File: src/rtl/bram_loader_pkg.sv
// Shared definitions for the BRAM0 loader and the BRAM accessor it kicks.
package bram_loader_pkg;

    // Default geometry shared by loader and accessor.
    localparam int BL_CNT_BIT  = 31;
    localparam int BL_DWIDTH   = 32;
    localparam int BL_AWIDTH   = 8;
    localparam int BL_MEM_SIZE = 256;

    // Loader FSM encoding; the accessor decodes the same values.
    typedef enum logic [2:0] {
        ST_IDLE = 3'd0,
        ST_LOAD = 3'd1,
        ST_KICK = 3'd2,
        ST_WAIT = 3'd3,
        ST_DONE = 3'd4
    } bl_state_t;

endpackage

File: src/rtl/bram_loader.sv
// Streams one upstream frame into BRAM0 starting at address 0, then pulses
// start_run_o with the word count and waits for the accessor to finish.
// Frames longer than MEM_SIZE words are truncated and flagged by overflow_o.
module bram_loader
    import bram_loader_pkg::*;
#(
    parameter int CNT_BIT  = BL_CNT_BIT,
    parameter int DWIDTH   = BL_DWIDTH,
    parameter int AWIDTH   = BL_AWIDTH,
    parameter int MEM_SIZE = BL_MEM_SIZE
) (
    input  logic               clk,
    input  logic               reset,
    input  logic               s_valid_i,
    output logic               s_ready_o,
    input  logic [DWIDTH-1:0]  s_data_i,
    input  logic               s_last_i,
    output logic [AWIDTH-1:0]  addr_b0_o,
    output logic               ce_b0_o,
    output logic               we_b0_o,
    output logic [DWIDTH-1:0]  d_b0_o,
    output logic               start_run_o,
    output logic [CNT_BIT-1:0] run_count_o,
    input  logic               acc_done_i,
    output logic               idle_o,
    output logic               load_o,
    output logic               wait_o,
    output logic               done_o,
    output logic               overflow_o
);

    // Word count just before the final word that still fits in BRAM0.
    localparam logic [AWIDTH:0] LAST_IDX = (AWIDTH + 1)'(MEM_SIZE - 1);

    bl_state_t         state_q;
    bl_state_t         state_d;
    logic [AWIDTH-1:0] wr_ptr_q;
    logic [AWIDTH:0]   count_q;
    logic              overflow_q;
    logic              accept;
    logic              at_limit;

    // Handshake qualification; reset forces the write port quiet immediately.
    always_comb begin
        s_ready_o = (state_q == ST_IDLE) || (state_q == ST_LOAD);
        accept    = s_valid_i && s_ready_o && !reset;
        at_limit  = (count_q == LAST_IDX);
    end

    // Next-state decode plus all state-dependent outputs.
    always_comb begin
        state_d     = state_q;
        idle_o      = 1'b0;
        load_o      = 1'b0;
        wait_o      = 1'b0;
        done_o      = 1'b0;
        start_run_o = 1'b0;
        run_count_o = '0;
        ce_b0_o     = accept;
        we_b0_o     = accept;
        addr_b0_o   = accept ? wr_ptr_q : '0;
        d_b0_o      = accept ? s_data_i : '0;
        overflow_o  = overflow_q;

        case (state_q)
            ST_IDLE: begin
                idle_o = 1'b1;
                if (accept) begin
                    state_d = (s_last_i || at_limit) ? ST_KICK : ST_LOAD;
                end
            end
            ST_LOAD: begin
                load_o = 1'b1;
                if (accept && (s_last_i || at_limit)) begin
                    state_d = ST_KICK;
                end
            end
            ST_KICK: begin
                load_o      = 1'b1;
                start_run_o = 1'b1;
                run_count_o = CNT_BIT'(count_q);
                state_d     = ST_WAIT;
            end
            ST_WAIT: begin
                wait_o = 1'b1;
                if (acc_done_i) begin
                    state_d = ST_DONE;
                end
            end
            ST_DONE: begin
                done_o  = 1'b1;
                state_d = ST_IDLE;
            end
            default: begin
                idle_o  = 1'b1;
                state_d = ST_IDLE;
            end
        endcase
    end

    // FSM state register.
    always_ff @(posedge clk or posedge reset) begin
        if (reset) begin
            state_q <= ST_IDLE;
        end else begin
            state_q <= state_d;
        end
    end

    // Write pointer, word count and sticky overflow flag.
    // Overflow is re-evaluated (not just cleared) on the first beat of a
    // frame so a MEM_SIZE of 1 still reports truncation correctly.
    always_ff @(posedge clk or posedge reset) begin
        if (reset) begin
            wr_ptr_q   <= '0;
            count_q    <= '0;
            overflow_q <= 1'b0;
        end else begin
            if (accept) begin
                wr_ptr_q <= at_limit ? '0 : wr_ptr_q + AWIDTH'(1);
                count_q  <= count_q + (AWIDTH + 1)'(1);
                if (state_q == ST_IDLE) begin
                    overflow_q <= at_limit && !s_last_i;
                end else if (at_limit && !s_last_i) begin
                    overflow_q <= 1'b1;
                end
            end else if (state_q == ST_DONE) begin
                wr_ptr_q <= '0;
                count_q  <= '0;
            end
        end
    end

endmodule

File: config.mk
export PLATFORM = sky130hd
export DESIGN_NAME = bram_loader
export DESIGN_NICKNAME = d
export VERILOG_FILES = /design/src/rtl/bram_loader_pkg.sv /design/src/rtl/bram_loader.sv
export SDC_FILE = /design/constraint.sdc
export NUM_CORES = 1
export LEC_CHECK = 0
export ABC_CLOCK_PERIOD_IN_PS = 3900
export CORE_UTILIZATION = 38
export DETAILED_ROUTE_END_ITERATION = 12
export PLACE_DENSITY = 0.87
export REMOVE_ABC_BUFFERS = 1
export SETUP_SLACK_MARGIN = 0.5
export SLEW_MARGIN = 20
export SYNTH_ARGS = -nofsm -noshare
export SYNTH_HDL_FRONTEND = slang
export SYNTH_SLANG_ARGS = --single-unit
File: constraint.sdc
create_clock -name clk -period 3.9 [get_ports clk]
set_input_delay 0.78 -clock clk [delete_from_list [all_inputs] [get_ports clk]]
set_output_delay 0.78 -clock clk [all_outputs]
set_load 0.05 [all_outputs]
---- Yosys cells after proc, flatten, opt, wreduce, memory -nomap -nowiden ----
Index checks and enable logic that the tools add are counted.
storage, ports and cells
  register bits ........................... 21
  output and inout bits ................... 80
  word-level logic and storage cells ...... 49
cells by class
  $add $sub $neg .......................... 2
  eq/ne operators ......................... 8
  multiplexer cells ....................... 20
  reductions and logical operators ........ 15
operators with widths
  cell                   number
  $mux W32               1
  $mux W8                4
  $mux W9                3
  $pmux W3 S4            1
  $add A9 B1 Y9 const B  1
  $eq A9 B8 Y1 const B   1
  $mux W3                3
  $add A8 B1 Y8 const B  1
  $mux W1                7
  $eq A3 B2 Y1 const B   2
  $logic_and A1 B1 Y1    4
  $ne A2 B2 Y1 const B   2
  $reduce_bool A2 Y1     2
  $reduce_or A4 Y1       1
  $eq A3 B1 Y1 const B   1
  $eq A3 B3 Y1 const B   1
  $logic_not A3 Y1       1
  $reduce_and A3 Y1      1
  $logic_not A1 Y1       2
  $logic_or A1 B1 Y1     2
  $mux W2                1
  $ne A2 B1 Y1 const B   1
  $reduce_and A2 Y1      1
  $reduce_or A2 Y1       1

---- Logic depth before layout (Yosys ltp) ----
  depth after elaboration ................. 7
  depth in mapped cells ................... 8

---- Worst setup path before layout ----
Ideal clock, no wire load.
  kind .................................... input to output
  start point ............................. input reset
  end point ............................... output d_b0_o[23]
  data arrival time ....................... 2,228 ps
  slack ................................... 892 ps
  cell stages on the path ................. 5
  cell sequence ........................... or4b_4 > buf_6 > clkinv_4 > buf_2 > and2_1
between the ends
  cells in the longest elaborated chain, start to end .. 3
RTL lines
  element                     RTL line           RTL
  start: declaration          bram_loader.sv:13  input logic reset,
  $logic_not A1 Y1 (no line)  n/a
  $logic_and A1 B1 Y1         bram_loader.sv:46  accept = s_valid_i && s_ready_o && !reset;
  named net ce_b0_o           bram_loader.sv:19  output logic ce_b0_o,
  $mux W32                    bram_loader.sv:62  d_b0_o = accept ? s_data_i : '0;
  end: declaration            bram_loader.sv:21  output logic [DWIDTH-1:0] d_b0_o,
The timed path passes the listed nets, and every way through them passes these cells.

---- Worst setup path after layout ----
  start point ............................. input reset
  end point ............................... output d_b0_o[14]
between the ends
  cells in the longest elaborated chain, start to end .. 3
RTL lines
  element                     RTL line
  $logic_not A1 Y1 (no line)  n/a
  $logic_and A1 B1 Y1         bram_loader.sv:46
  $mux W32                    bram_loader.sv:62
Every way passes these cells.

==> results.tsv <==
metric	value	unit
crit_path_end_kind	output pin	
postCtsSetupBuffers	0	
initial_core_util	0.403	
slew_viol_final	0	
crit_fanout	50	
areaGrowthSynthToFinish	77.5	%
vdd_ir_drop_max	0.282	mV
core_area	0.00409	sq mm
fill_cells	278	
clkSlewWorstSetupHoldPaths	0.07	ns
antenna_cells	0	
numCtsBuffers	3	
die_y	67.8	microns
fin_tns_setup	0	ns
final_nets	327	
clockBufferDepth	2	
critPathRequiredTime	3.12	ns
synthMuxAreaShare	0	
status	complete, no violations	
place_hpwl	3640	microns
synth.yosys.warnings	0	
hold_class	reg -> reg	
vias	1636	
avgSynthCellArea	8.19	sq um
worstPathCellList	clkdlybuf4s50_1 > or4b_4 > clkinv_4 > and2_1 > buf_12	
synth_compound_area_frac	0.119	
ys_types	38	
grt_use_total	0.192	
period_share	0.848	
rsz0062_at_grt	false	
setup_viol	0	
max_slew_margin	0.489	
ys_ff_latch	21	
yosysTopAreaCellShare	0.319	
die_x	67.8	microns
powerDensity	493	mW/mm^2
design.die.area	0.00460	sq mm
wirelength	4470	microns
ctsHoldBuffers	0	
grt_overflow	0	
yosys.area_share.adder	0.0228	
ys_top_cells_by_area	dfrtp_1 (32%), and2_1 (18%), buf_4 (10%), o21ai_0 (4.3%), nand2_1 (3.6%)	
drc	0	
max_stage_delay	0.62	ns
portBuffers	94	
clock-root-buffer	clkbuf_8	
grt_pass1_vias	1416	
yosysTopAreaCell	dfrtp_1	
synth-simple-area-share	0.337	
worst_slew_pin_slew	0.766	ns
synth_area	0.00165	sq mm
wl_per_cell	13.3	microns
drt_first_pass_iters	4	
gp_congestion	0.809	
htreeDepth	1	
drive_above_1_share	0.178	
whs	0.517	ns
rows	23	
leakage	1.28	nW
crit_arrival	2.53	ns
max_cap_viol_count	0	
fin_crit	3.31	ns
synthXorXnorAreaFrac	0.0266	
post_cts_resized	0	
crit_slowest_cell	or4b_4	
via_per_inst	4.87	
fmax	302	MHz
clkSinkCount	21	
synthCells	201	
clock_skew	0.00512	ns
start_kind	input port	
final_antenna_net_count	0	
hold_viol	0	
grt_max_degree	51	
drtIter0Drc	38	
num_io_pins	117	
path_class	in -> out	
clkLatencyLatePin	0.26	ns
grt_first_pass_wirelength	6730	microns
yosysSeqAreaShare	0.319	
cts_tree	built	
synth_top_family_by_area	simple AND/OR/NAND/NOR gates	
antenna_found_initial	0	
[per-layer routing]
metal | GRT usage | vias to the layer above | routed length, microns
met2 | 0.365 | 81 | 2400
met3 | 0.0483 | 3 | 445
met1 | 0.217 | 768 | 1600
met5 | 0 | - | 0
li1 | - | 784 | -
met4 | 0.0260 | 0 | 19
[critical path, delay by kind of cell]
kind          cells  cell delay (ns)
buf+inv           3             0.87
simple gates      2             0.87
[cells in the mapped netlist, drive strengths merged]
master and number:
a22o 2, xnor2 2, clkinv 1, o21ai 16
o31ai 3, conb 1, nor2 11, nor2b 1
inv 6, buf 30, and4 1, nand3b 1
o22ai 1, or3 1, o211ai 2, o21a 1
and2 48, a31oi 3, nand4 2, clkbuf 5
nand3 4, a21oi 4, ha 3, dfrtp 21
xor2 3, and3 3, nand2 16, nand2b 3
nor3b 1, a211oi 1, or4b 1, nor3 3
[stage by stage]
step           setup slack, ns  power (mW)  cell area (sq um)  utilization  cells
6_report                 0.592        1.44               2920        0.715    336
5_1_grt                  0.541        1.52               2920        0.715    336
4_1_cts                  0.583        1.45               2920        0.715    336
3_5_place_dp             0.587        1.31               2880        0.704    332
3_3_place_gp             0.623        1.28               2880        0.704    332
2_1_floorplan            0.969       0.921               1470            -    187
[registers in the layout, indices dropped and copies added (netlist names)]
signal,cells
count_q,9
overflow_o,1
state_q,3
wr_ptr_q,8
[power by group]
part           switching [mW]  leakage [nW]  internal [mW]
combinational           0.566         0.974          0.361
sequential             0.0947         0.282          0.278
clock                  0.0701        0.0255         0.0712
[cell type report]
class	instances	area, sq um	area share
Sequential cell	21	526	0.180
Multi-Input combinational cell	159	913	0.313
Clock inverter	1	5.00	0.00171
Tap cell	50	62.6	0.0214
Inverter	7	31.3	0.0107
Timing Repair Buffer	95	1340	0.460
Clock buffer	3	41.3	0.0141
[final timing paths]
check / startpoint / endpoint / slack [ns] / cells after the start
setup / recovery: reset / d_b0_o[14] / 0.59 / 5
hold / removal: count_q[5] / count_q[5] / 0.52 / 1
setup reg to reg: count_q[0] / wr_ptr_q[7] / 1.70 / 7
hold reg to reg: count_q[5] / count_q[5] / 0.52 / 1
max in group asynchronous: reset / count_q[4] / 2.39 / 2
min in group asynchronous: reset / state_q[2] / 1.03 / 2
[cell families (layout without fill, tap and decap cells)]
group,count (synthesis),after routing
and+or+nand+nor,96,96
buffers and inverters,42,106
AOI/OAI and AO/OA,33,33
DFF,21,21
xor gates and xnor gates,5,5
adders and majority gates,3,3
other,1,22
[cell usage in the layout (no fill, tap or decap), types with 3 or more instances in the layout]
master            n
a21oi_1           4
a31oi_1           3
and2_1           48
and3_1            3
buf_12           40
buf_4             3
clkbuf_8          3
clkdlybuf4s50_1  52
conb_1           22
dfrtp_1          21
ha_1              3
inv_1             6
nand2_1          16
nand3_1           4
nor2_1           11
nor3_1            3
o21ai_0          14
o31ai_1           3
xor2_1            3
Power figures use the tool's default switching activity.
